### config.mk
export PLATFORM = sky130hd
export DESIGN_NAME = irq_ctrl
export DESIGN_NICKNAME = d
export VERILOG_FILES = /design/src/rtl/cpu_pkg.sv /design/src/rtl/sync_edge.sv /design/src/rtl/irq_ctrl.sv
export SDC_FILE = /design/constraint.sdc
export NUM_CORES = 1
export LEC_CHECK = 0
export ABC_AREA = 1
export ABC_CLOCK_PERIOD_IN_PS = 2000
export BUFFER_PORTS_ARGS = -buffer_cell sky130_fd_sc_hd__buf_4
export CAP_MARGIN = 20
export CORE_ASPECT_RATIO = 2
export CORE_UTILIZATION = 25
export CTS_BUF_LIST = sky130_fd_sc_hd__clkbuf_2
export CTS_CLUSTER_SIZE = 24
export DETAILED_ROUTE_END_ITERATION = 12
export PLACE_DENSITY = 0.53
export SYNTH_ARGS = -nofsm -noshare
export SYNTH_HDL_FRONTEND = slang
export SYNTH_SLANG_ARGS = --single-unit
### constraint.sdc
create_clock -name clk -period 2 [get_ports clk]
set_input_delay 0.1 -clock clk [delete_from_list [all_inputs] [get_ports clk]]
set_output_delay 0.1 -clock clk [all_outputs]
set_load 0.01 [all_outputs]
### src/rtl/cpu_pkg.sv
// Shared constants for the trap/interrupt path: trap cause codes, decoder
// microcode state numbers and the irq_ctrl FSM state encoding.
package cpu_pkg;

    // Trap cause codes; peripheral interrupts use their line index 0..7.
    localparam logic [3:0] CAUSE_SYSCALL  = 4'hC;
    localparam logic [3:0] CAUSE_FAULT    = 4'hE;
    localparam logic [3:0] CAUSE_DBLFAULT = 4'hF;

    // Decoder microcode states the controller observes.
    localparam logic [3:0] ST_TRAP  = 4'd0;
    localparam logic [3:0] ST_EXECM = 4'd8;

    // Controller FSM states.
    typedef enum logic [1:0] {
        S_IDLE    = 2'd0,
        S_PENDING = 2'd1,
        S_SERVICE = 2'd2,
        S_HALT    = 2'd3
    } irq_state_t;

endpackage

### src/rtl/sync_edge.sv
// Two-flop synchroniser for an asynchronous level input, followed by a
// registered rising-edge detector producing a one-cycle pulse per press.
module sync_edge (
    input  logic clk,
    input  logic reset,
    input  logic din,
    output logic pulse
);

    logic sync1_reg;
    logic sync2_reg;
    logic prev_reg;
    logic pulse_reg;

    // Synchronise, remember the previous synchronised level, register the edge.
    always_ff @(posedge clk) begin
        if (reset) begin
            sync1_reg <= 1'b0;
            sync2_reg <= 1'b0;
            prev_reg  <= 1'b0;
            pulse_reg <= 1'b0;
        end else begin
            sync1_reg <= din;
            sync2_reg <= sync1_reg;
            prev_reg  <= sync2_reg;
            pulse_reg <= sync2_reg & ~prev_reg;
        end
    end

    assign pulse = pulse_reg;

endmodule

### src/rtl/irq_ctrl.sv
// Trap and interrupt controller feeding the microcode decoder. Arbitrates
// faults, SYSCALL traps and masked peripheral interrupts, latches the trap
// cause, holds the vector base and tracks handler entry/exit.
module irq_ctrl
    import cpu_pkg::*;
#(
    parameter int          NIRQ       = 8,
    parameter logic [15:0] IVEC_RESET = 16'h0010
) (
    input  logic            clk,
    input  logic            reset,
    input  logic [NIRQ-1:0] irq_in,
    input  logic            fault_in,
    input  logic            syscall,
    input  logic            reti,
    input  logic [3:0]      dec_state,
    input  logic            ivec_load,
    input  logic            mask_load,
    input  logic [15:0]     wdata,
    input  logic            cont_in,
    output logic            irq_r,
    output logic            fault_r,
    output logic            cont_r,
    output logic [3:0]      cause,
    output logic [15:0]     ivec,
    output logic            in_trap,
    output logic            dbl_fault
);

    irq_state_t      state_reg, state_next;
    logic            irq_r_reg, irq_r_next;
    logic            fault_r_reg, fault_r_next;
    logic [3:0]      cause_reg, cause_next;
    logic            in_trap_reg, in_trap_next;
    logic            dbl_fault_reg, dbl_fault_next;
    logic [15:0]     ivec_reg;
    logic [NIRQ-1:0] mask_reg;
    logic [NIRQ-1:0] enabled;
    logic            irq_any;
    logic [3:0]      irq_idx;

    // Per-line enable: a request only counts when its mask bit is set.
    generate
        for (genvar gi = 0; gi < NIRQ; gi++) begin : g_enable
            assign enabled[gi] = irq_in[gi] & mask_reg[gi];
        end
    endgenerate

    // Priority encoder: lowest enabled line index wins.
    always_comb begin
        irq_idx = 4'd0;
        for (int i = NIRQ - 1; i >= 0; i--) begin
            if (enabled[i]) begin
                irq_idx = 4'(i);
            end
        end
    end

    assign irq_any = |enabled;

    // Vector base and mask registers, writable in any FSM state.
    always_ff @(posedge clk) begin
        if (reset) begin
            ivec_reg <= IVEC_RESET;
            mask_reg <= '0;
        end else begin
            if (ivec_load) begin
                ivec_reg <= wdata;
            end
            if (mask_load) begin
                mask_reg <= wdata[NIRQ-1:0];
            end
        end
    end

    // FSM state and registered decoder-facing outputs.
    always_ff @(posedge clk) begin
        if (reset) begin
            state_reg     <= S_IDLE;
            irq_r_reg     <= 1'b0;
            fault_r_reg   <= 1'b0;
            cause_reg     <= 4'd0;
            in_trap_reg   <= 1'b0;
            dbl_fault_reg <= 1'b0;
        end else begin
            state_reg     <= state_next;
            irq_r_reg     <= irq_r_next;
            fault_r_reg   <= fault_r_next;
            cause_reg     <= cause_next;
            in_trap_reg   <= in_trap_next;
            dbl_fault_reg <= dbl_fault_next;
        end
    end

    // Next-state and output logic; fault beats syscall beats irq.
    always_comb begin
        state_next     = state_reg;
        irq_r_next     = irq_r_reg;
        fault_r_next   = 1'b0;
        cause_next     = cause_reg;
        dbl_fault_next = dbl_fault_reg;
        case (state_reg)
            S_IDLE: begin
                if (fault_in) begin
                    fault_r_next = 1'b1;
                    cause_next   = CAUSE_FAULT;
                    state_next   = S_SERVICE;
                end else if (syscall) begin
                    cause_next = CAUSE_SYSCALL;
                    state_next = S_SERVICE;
                end else if (irq_any) begin
                    cause_next = irq_idx;
                    irq_r_next = 1'b1;
                    state_next = S_PENDING;
                end
            end
            S_PENDING: begin
                // The latched cause stands even if the request line drops;
                // a pre-empted irq is re-raised by its level after RETI.
                if (fault_in) begin
                    fault_r_next = 1'b1;
                    cause_next   = CAUSE_FAULT;
                    irq_r_next   = 1'b0;
                    state_next   = S_SERVICE;
                end else if (dec_state == ST_TRAP) begin
                    irq_r_next = 1'b0;
                    state_next = S_SERVICE;
                end
            end
            S_SERVICE: begin
                if (fault_in) begin
                    fault_r_next   = 1'b1;
                    cause_next     = CAUSE_DBLFAULT;
                    dbl_fault_next = 1'b1;
                    state_next     = S_HALT;
                end else if (reti) begin
                    state_next = S_IDLE;
                end
            end
            S_HALT: begin
                state_next = S_HALT;
            end
            default: begin
                state_next = S_IDLE;
            end
        endcase
        in_trap_next = (state_next == S_SERVICE) || (state_next == S_HALT);
    end

    // Front-panel continue button, independent of the FSM (works in HALT).
    sync_edge u_cont_sync (
        .clk   (clk),
        .reset (reset),
        .din   (cont_in),
        .pulse (cont_r)
    );

    assign irq_r     = irq_r_reg;
    assign fault_r   = fault_r_reg;
    assign cause     = cause_reg;
    assign ivec      = ivec_reg;
    assign in_trap   = in_trap_reg;
    assign dbl_fault = dbl_fault_reg;

endmodule

==> results.sh, run 1 <==
export IMPL_drt_total_wl_mm=4.20
export IMPL_path_class="primary input to flop"
export IMPL_die_w_um=58.7
export IMPL_cp_top_family="buffers and inverters"
export IMPL_seqCellArea_um2=741
export IMPL_first_global_vias=1616
export IMPL_synth_cells=216
export IMPL_slew_violations=0
export IMPL_setup_viol=0
export IMPL_start_util_pct=25.7
export IMPL_cp_depth=6
export IMPL_tightestPinTransition_ps=533
export IMPL_max_cap_violations=0
export IMPL_cp_endpoint="mask_reg[6]$_SDFFE_PP0P_"
export IMPL_largest_register_ffs=16
export IMPL_max_freq_ghz=0.633
export IMPL_cts_tree="built"
export IMPL_viasPerCell=4.18
export IMPL_yosysWarnings=0
export IMPL_grt_pass1_wl_mm=6.95
export IMPL_slew_headroom_pct=64.4
export IMPL_crit_slowest_cell="dlygate4sd3_1"
export IMPL_antennaDiodeCount=0
export IMPL_grt_max_degree=29
export IMPL_hold_violations=0
export IMPL_core_rowCount=41
export IMPL_worstHoldStart="irq_in[1]"
export IMPL_chipHeight_um=115
export IMPL_end_kind="flop"
export IMPL_swShare_pct=31.7
export IMPL_crit_chain="dlygate4sd3_1 > buf_4 > inv_2 > o21ai_0 > nor2_1 > dlygate4sd3_1"
export IMPL_final_antenna_net_count=0
export IMPL_ys_seq_elements=37
export IMPL_cp_max_fo=28
export IMPL_nets=342
export IMPL_skew_ps=31.0
export IMPL_clockBufferDepth=2
export IMPL_p_per_area_mw_per_mm2=657
export IMPL_drcViolationCount=0
export IMPL_post_route_util_pct=38.6
export IMPL_status="completed"
export IMPL_syn_area_per_cell_um2=7.44
export IMPL_grt_util_all_layers_pct=13.7
export IMPL_clock_latency_ps=410
export IMPL_design_area_mm2=0.00242
export IMPL_clk_pin_slew_ps=200
export IMPL_numClockSinks=37
export IMPL_antenna_found_initial=0
export IMPL_dieArea_mm2=0.00677
export IMPL_numCtsBuffers=5
export IMPL_min_period_ps=1580
export IMPL_timing_critical_path_buf_inv=4
export IMPL_place_hpwl_mm=3.16
export IMPL_syn2layout_area_growth_pct=50.5
export IMPL_r2r_end="cause[2]$_SDFFE_PP0P_"
export IMPL_syn_cell_area_mm2=0.00161
export IMPL_timing_rr_start="state_reg[0]$_SDFF_PP0_"
export IMPL_critPathLaunchType="primary input"
export IMPL_cts_resized=0
export IMPL_fillers=690
export IMPL_tns_ps=0
export IMPL_wire_per_inst_um=10.8
export IMPL_vias=1622
export IMPL_multiInputGateArea_um2=776
export IMPL_core_mm2=0.00626
export IMPL_p_switching_uw=503
export IMPL_vdd_drop_max_uv=457
export IMPL_cts_max_level=2
export IMPL_dp_slack_ps=473
export IMPL_dp_cells=357
export IMPL_instances_no_fill=388
export IMPL_crit_arrival_ps=1950
export IMPL_p_int_uw=1080
export IMPL_p_clk_share_pct=22.3
export IMPL_p_leak_uw=0.00118
export IMPL_seq_power_share_pct=52.1
export IMPL_synth_fp_nets=256
export IMPL_synth_cell_types=24
export IMPL_post_dp_cell_area_mm2=0.00214
export IMPL_io_pins=61
export IMPL_cp_slowest_stage_delay_ps=540
export IMPL_cp_data_required_time_ps=2370
export IMPL_setup_ws_ps=420
export IMPL_pwr_share_comb_pct=25.6
export IMPL_gp_congestion=0.823
export IMPL_rsz0062_at_grt="no"
export IMPL_drt_iter0_drc=53
export IMPL_min_path_cells=5
export IMPL_yosysSeqAreaShare_pct=46.1
export IMPL_drt_pass1_iter_count=4
export IMPL_finalCritPeriodShare_pct=79.0
export IMPL_layout_drive_gt1_share_pct=27.8
export IMPL_cts_root_buf="clkbuf_2"
export IMPL_hp_class="primary input to flop"
export IMPL_portBuffers=60
export IMPL_r2r_setup_slack_ps=500
export IMPL_crit_path_frequent_cell="dlygate4sd3_1"
export IMPL_grt_overflow_total=0
export IMPL_startpoint="reset"
export IMPL_reg2reg_depth=8
-- cell usage after synthesis --
master	number	area share [%]
a21oi_1	7	2.2
a21oi_2	2	1.1
and3_1	1	0.39
buf_2	3	0.93
buf_4	1	0.47
clkbuf_1	1	0.23
dfxtp_1	37	46
ha_1	4	3.1
inv_1	14	3.3
inv_2	3	0.70
nand2_1	30	7.0
nand2_2	4	1.6
nand2_4	2	1.4
nand3_1	5	1.6
nand3_4	1	1.1
nand4_1	1	0.39
nor2_1	62	14
nor2_2	1	0.39
nor2_4	2	1.4
nor2_8	1	1.2
nor3_1	3	0.93
o21ai_0	27	8.4
o21ai_1	3	0.93
o21bai_2	1	0.70
-- worst min-delay path by stage --
stage	end	slack (ps)
2_1_floorplan	u_cont_sync.sync1_reg$_SDFF_PP0_	210
3_3_place_gp	u_cont_sync.sync1_reg$_SDFF_PP0_	300
3_5_place_dp	u_cont_sync.sync1_reg$_SDFF_PP0_	310
4_1_cts	cause[0]$_SDFFE_PP0P_	40
5_1_grt	ivec[0]$_SDFFE_PP0P_	50
6_report	cause[0]$_SDFFE_PP0P_	50
-- power groups by stage --
stage / Combinational, µW / Sequential, µW / Clock (µW)
2_1_floorplan: 191 / 859 / 0
3_3_place_gp: 372 / 843 / 0
3_5_place_dp: 374 / 844 / 0
4_1_cts: 413 / 829 / 369
5_1_grt: 453 / 836 / 396
6_report: 406 / 828 / 354
-- kinds of logic after synthesis --
| family | after synthesis | synth area share, % |
|---|---|---|
| buffers and inverters | 22 | 5.61 |
| and+or+nand+nor | 113 | 31.9 |
| AOI/OAI and AO/OA | 40 | 13.3 |
| DFF | 37 | 46.1 |
| adders and majority gates | 4 | 3.12 |
-- routing by layer --
| layer | up-vias | part of all wire, % | global-route usage (%) |
|---|---|---|---|
| li1 | 855 | - | - |
| met1 | 712 | 36 | 12.4 |
| met2 | 48 | 56 | 26.2 |
| met3 | 7 | 5.4 | 3.82 |
| met4 | 0 | 2.6 | 7.30 |
| met5 | - | 0 | 0 |
-- tightest hold or removal path: stages --
cell and delay (ps):
buf_4 110, nand2_1 80, nand2_1 60, nand2_1 70, a21oi_2 50
-- final cells by class --
type	count	area share (%)
Multi-Input combinational cell	157	32.1
Clock buffer	6	1.24
Inverter	17	2.64
Clock inverter	1	0.362
Timing Repair Buffer	84	28.6
Sequential cell	37	30.6
Tap cell	86	4.45
-- repair_timing --
action | CTS | global route
hold endpoints to repair | 33 | 0
hold buffers | 24 | 0
setup buffers | 0 | 0
-- metrics by stage --
stage	total power, µW	hold WS [ps]
after CTS	1610	44.9
after detailed placement	1220	311
after global routing	1680	54.5
final	1590	53.4
after global placement	1220	305
after floorplan	1050	207
-- cells in the final DEF (no fill, tap or decap), types with 2 or more instances in the layout --
cell type | Yosys | final
nand3_1 | 5 | 5
nor2_4 | 2 | 2
inv_2 | 3 | 3
o21ai_1 | 3 | 3
dlygate4sd3_1 | 0 | 24
nand2_2 | 4 | 4
nand2_4 | 2 | 2
ha_1 | 4 | 4
a21oi_1 | 7 | 7
buf_4 | 1 | 60
dfxtp_1 | 37 | 37
nor3_1 | 3 | 3
inv_1 | 14 | 14
clkbuf_2 | 0 | 6
a21oi_2 | 2 | 2
nor2_1 | 62 | 62
o21ai_0 | 27 | 27
nand2_1 | 30 | 30
(Power assumes the default switching activity.)
==> run 2, diff against run 1 <==
- ABC_CLOCK_PERIOD_IN_PS: 2000 -> 1650
- clock period: 2 -> 1.65 ns (I/O delays scaled with it)
==> run 2 against run 1 <==
  * Via count decreased by 0.55%
  * Flip-flop and latch count unchanged
  * Final cell count decreased by 0.77%
  * Routed wire length decreased by 1.4%
  * Clock power increased by 55%
  * Critical path depth increased by 2
  * Die area unchanged
  * Non-clock buffer count decreased by 3
  * Clock skew decreased by 6.8 ps
  * Register-to-register slack got worse by 330 ps
  * Clock-buffer cell count decreased by 1
  * Power increased by 28%
  * Largest power group unchanged
==> results.sh, run 2 (synthesized netlist as in run 1, its figures left out) <==
export IMPL_status="completed"
export IMPL_worstHoldStart="ivec_load"
export IMPL_crit_arrival_ps=1790
export IMPL_cp_max_fo=5
export IMPL_portBuffers=60
export IMPL_critPathLaunchType="flop"
export IMPL_timing_rr_start="state_reg[0]$_SDFF_PP0_"
export IMPL_antennaDiodeCount=0
export IMPL_max_cap_violations=0
export IMPL_core_mm2=0.00626
export IMPL_cts_tree="built"
export IMPL_drt_pass1_iter_count=4
export IMPL_hold_violations=0
export IMPL_grt_max_degree=29
export IMPL_vias=1613
export IMPL_place_hpwl_mm=3.12
export IMPL_core_rowCount=41
export IMPL_tns_ps=0
export IMPL_skew_ps=24.2
export IMPL_r2r_setup_slack_ps=170
export IMPL_numClockSinks=37
export IMPL_hp_class="primary input to flop"
export IMPL_grt_overflow_total=0
export IMPL_clk_pin_slew_ps=200
export IMPL_hold_end="ivec[4]$_SDFFE_PP1P_"
export IMPL_finalCritPeriodShare_pct=89.4
export IMPL_power_total_uw=2040
export IMPL_wire_per_inst_um=10.8
export IMPL_grt_pass1_wl_mm=6.69
export IMPL_first_global_vias=1577
export IMPL_largest_register_ffs=16
export IMPL_p_per_area_mw_per_mm2=846
export IMPL_io_pins=61
export IMPL_final_common_cell="nor2_1"
export IMPL_setup_viol=0
export IMPL_min_period_ps=1480
export IMPL_drt_iter0_drc=34
export IMPL_viasPerCell=4.19
export IMPL_drt_total_wl_mm=4.15
export IMPL_slew_violations=0
export IMPL_reg2reg_depth=8
export IMPL_r2r_end="cause[2]$_SDFFE_PP0P_"
export IMPL_startpoint="state_reg[0]$_SDFF_PP0_"
export IMPL_clockBufferDepth=2
export IMPL_max_freq_ghz=0.678
export IMPL_vdd_drop_max_uv=510
export IMPL_clock_latency_ps=390
export IMPL_tightestPinTransition_ps=521
export IMPL_p_leak_uw=0.00117
export IMPL_cts_max_level=2
export IMPL_end_kind="flop"
export IMPL_dieArea_mm2=0.00677
export IMPL_cts_root_buf="clkbuf_2"
export IMPL_final_antenna_net_count=0
export IMPL_cp_data_required_time_ps=1970
export IMPL_fillers=680
export IMPL_start_util_pct=25.7
export IMPL_numCtsBuffers=5
export IMPL_slew_headroom_pct=65.2
export IMPL_die_w_um=58.7
export IMPL_drcViolationCount=0
export IMPL_antenna_found_initial=0
export IMPL_gp_congestion=0.824
export IMPL_min_path_cells=3
export IMPL_path_class="flop to flop"
export IMPL_syn2layout_area_growth_pct=50.0
export IMPL_chipHeight_um=115
export IMPL_grt_util_all_layers_pct=13.1
export IMPL_nets=339
export IMPL_layout_common_cells="62 x nor2_1, 60 x buf_4, 36 x dfxtp_1"
export IMPL_rsz0062_at_grt="no"
export IMPL_layout_drive_gt1_share_pct=28.4
==> run 2: cell type report <==
class	count	area, µm²	area share [%]
Sequential cell	37	742	30.8
Tap cell	86	108	4.47
Multi-Input combinational cell	157	776	32.2
Inverter	17	63.8	2.65
Clock buffer	5	25.0	1.04
Timing Repair Buffer	81	661	27.4
Clock inverter	2	35.0	1.45
==> run 2: worst max path at each step <==
stage,to,cells past startpoint
detailed placement,cause[2]$_SDFFE_PP0P_,8
global route,cause[2]$_SDFFE_PP0P_,8
CTS,cause[2]$_SDFFE_PP0P_,8
global placement,cause[2]$_SDFFE_PP0P_,8
floorplan,cause[2]$_SDFFE_PP0P_,8
finish,cause[2]$_SDFFE_PP0P_,8
==> run 2: power by group <==
group | leakage, µW | switching (µW) | internal (µW)
Clock | 0.0000388 | 301 | 246
Combinational | 0.000827 | 249 | 238
Sequential | 0.000307 | 38.1 | 966
==> run 2: repair_timing <==
action / 4_1_cts / 5_1_grt
hold endpoints to repair: 33 / 0
gates resized for setup: 0 / 1
endpoints found under the setup margin: 0 / 1
hold buffers: 21 / 0
setup buffers: 0 / 0
==> run 2: per-stage QoR <==
stage                     setup slack [ps]  hold slack (ps)  cell area [µm²]  utilization, %  instances
after floorplan                        224              189             1610               -        216
after global placement                 179              287             2140            34.2        357
after detailed placement               142              295             2140            34.2        357
after CTS                              141             7.04             2410            38.5        385
after global routing                  67.9             9.17             2410            38.5        385
final                                  174             42.6             2410            38.5        385
==> run 2: metal layers <==
layer  track usage [%]  routed length, µm  up-vias
li1                  -                  -      849
met1              11.8               1520      706
met2              25.8               2330       50
met3              2.81                200        8
met4              7.14                 96        0
met5                 0                  0        -
==> run 2: worst max-delay path, stage by stage (launching register included) <==
cell and delay [ps]:
dfxtp_1 430, inv_1 80, ha_1 230, inv_1 100, nand2_1 70, a21oi_2 190, nand4_1 140, nor2_1 110
nor2_1 50
==> run 3, diff against run 2 <==
- CTS_BUF_LIST: sky130_fd_sc_hd__clkbuf_2 -> sky130_fd_sc_hd__clkbuf_4
==> run 3 against run 2 <==
  * Sequential power is essentially flat
  * Global-route usage is essentially flat
  * Critical path depth is the same
  * Utilization is essentially flat
  * Design area is essentially flat
  * Combinational power is essentially flat
  * Flip-flop and latch count is the same
  * Register-to-register slack lost 20 ps
  * Setup slack lost 25 ps
  * Fmax shrank 1.6%
==> results.sh, run 3 (synthesized netlist as in run 1, its figures left out) <==
export IMPL_p_leak_uw=0.00117
export IMPL_end_kind="flop"
export IMPL_cts_setup_buffers=0
export IMPL_antenna_found_initial=0
export IMPL_io_pins=61
export IMPL_cts_max_level=2
export IMPL_max_freq_ghz=0.666
export IMPL_wire_per_inst_um=10.8
export IMPL_skew_ps=14.0
export IMPL_clockBufferDepth=2
export IMPL_rsz0062_at_grt="no"
export IMPL_final_antenna_net_count=0
export IMPL_viasPerCell=4.20
export IMPL_drt_total_wl_mm=4.14
export IMPL_p_switching_uw=589
export IMPL_clk_pin_slew_ps=120
export IMPL_status="completed"
export IMPL_cp_data_required_time_ps=1910
export IMPL_finalCritPeriodShare_pct=90.9
export IMPL_core_rowCount=41
export IMPL_numCtsBuffers=5
export IMPL_hold_violations=0
export IMPL_grt_use_met2_pct=25.7
export IMPL_critPathLaunchType="flop"
export IMPL_die_w_um=58.7
export IMPL_seq_power_share_pct=47.7
export IMPL_grt_pass1_wl_mm=6.68
export IMPL_dieArea_mm2=0.00677
export IMPL_cp_max_fo=5
export IMPL_cts_resized=0
export IMPL_hold_buffers=20
export IMPL_p_clk_share_pct=29.1
export IMPL_drt_pass1_iter_count=4
export IMPL_first_global_vias=1569
export IMPL_gp_congestion=0.824
export IMPL_grt_overflow_total=0
export IMPL_antennaDiodeCount=0
export IMPL_layout_common_cells="62 x nor2_1, 60 x buf_4, 37 x dfxtp_1"
export IMPL_setup_viol=0
export IMPL_start_util_pct=25.7
export IMPL_portBuffers=60
export IMPL_power_total_uw=2100
export IMPL_crit_arrival_ps=1760
export IMPL_vias=1612
export IMPL_cts_tree="built"
export IMPL_min_period_ps=1500
export IMPL_slew_headroom_pct=65.2
export IMPL_crit_slowest_cell="dfxtp_1"
export IMPL_use_met1_pct=11.9
export IMPL_clock_latency_ps=340
export IMPL_drcViolationCount=0
export IMPL_chipHeight_um=115
export IMPL_grt_util_all_layers_pct=13.2
export IMPL_hp_class="primary input to flop"
export IMPL_final_common_cell="nor2_1"
export IMPL_path_class="flop to flop"
export IMPL_vdd_drop_max_uv=536
export IMPL_fillers=677
export IMPL_nets=338
export IMPL_place_hpwl_mm=3.12
export IMPL_pwr_share_comb_pct=23.1
export IMPL_slew_violations=0
export IMPL_core_mm2=0.00626
export IMPL_gr_usage_met3_pct=2.81
export IMPL_cp_slowest_stage_delay_ps=420
export IMPL_syn2layout_area_growth_pct=50.1
export IMPL_layout_drive_gt1_share_pct=28.2
export IMPL_numClockSinks=37
export IMPL_largest_register_ffs=16
export IMPL_grt_max_degree=29
export IMPL_swShare_pct=28.1
export IMPL_crit_chain="inv_1 > ha_1 > inv_1 > nand2_1 > a21oi_2 > nand4_1 > nor2_1 > nor2_1"
export IMPL_p_per_area_mw_per_mm2=870
export IMPL_max_cap_violations=0
export IMPL_cts_root_buf="clkbuf_4"
export IMPL_top_usage_layer="met2"
export IMPL_tightestPinTransition_ps=521
export IMPL_drt_iter0_drc=35
export IMPL_tns_ps=0
export IMPL_p_int_uw=1510
[run 3: layout make-up]
| type | count | area, µm² | share of cell area (%) |
|---|---|---|---|
| multi-input combinational | 157 | 776 | 32.2 |
| clock inverter | 2 | 35.0 | 1.45 |
| sequential | 37 | 741 | 30.7 |
| timing repair buffer | 80 | 651 | 27.0 |
| tap | 86 | 108 | 4.46 |
| inverter | 17 | 63.8 | 2.65 |
| clock buffer | 5 | 37.5 | 1.56 |
[run 3: worst paths after layout]
path,startpoint,endpoint,slack (ps),cells after the start
setup reg to reg,state_reg[1]$_SDFF_PP0_,cause[2]$_SDFFE_PP0P_,150,8
setup / recovery,state_reg[1]$_SDFF_PP0_,cause[2]$_SDFFE_PP0P_,150,8
hold / removal,mask_load,mask_reg[1]$_SDFFE_PP0P_,50,3
hold reg to reg,u_cont_sync.prev_reg$_SDFF_PP0_,u_cont_sync.pulse$_SDFF_PP0_,400,1
[run 3: layer usage]
layer | vias to the layer above | wire (µm)
met1 | 707 | 1530
li1 | 850 | -
met3 | 8 | 197
met5 | - | 0
met4 | 0 | 104
met2 | 47 | 2310
[run 3: metrics by stage]
step | std cells | hold WS (ps) | instance area (µm²) | utilization [%] | setup WS [ps]
after floorplan | 216 | 189 | 1610 | - | 224
after global placement | 357 | 287 | 2140 | 34.2 | 179
after detailed placement | 357 | 295 | 2140 | 34.2 | 142
after CTS | 384 | 38.4 | 2410 | 38.5 | 138
after global routing | 384 | 46.6 | 2410 | 38.5 | 0.906
final | 384 | 51.6 | 2410 | 38.5 | 149
[run 3: power by group through the flow]
stage          logic, µW  clock network (µW)  registers, µW
4_1_cts              492                 647           1000
3_3_place_gp         451                   0           1020
5_1_grt              540                 671           1010
2_1_floorplan        231                   0           1040
3_5_place_dp         453                   0           1020
6_report             485                 612           1000
[run 3: critical path: cells and delay by family (launching register included)]
kind            cells  cell delay [ps]
flops               1              420
fa+ha+maj           1              250
simple gates        4              360
compound gates      1              190
buf+inv             2              190
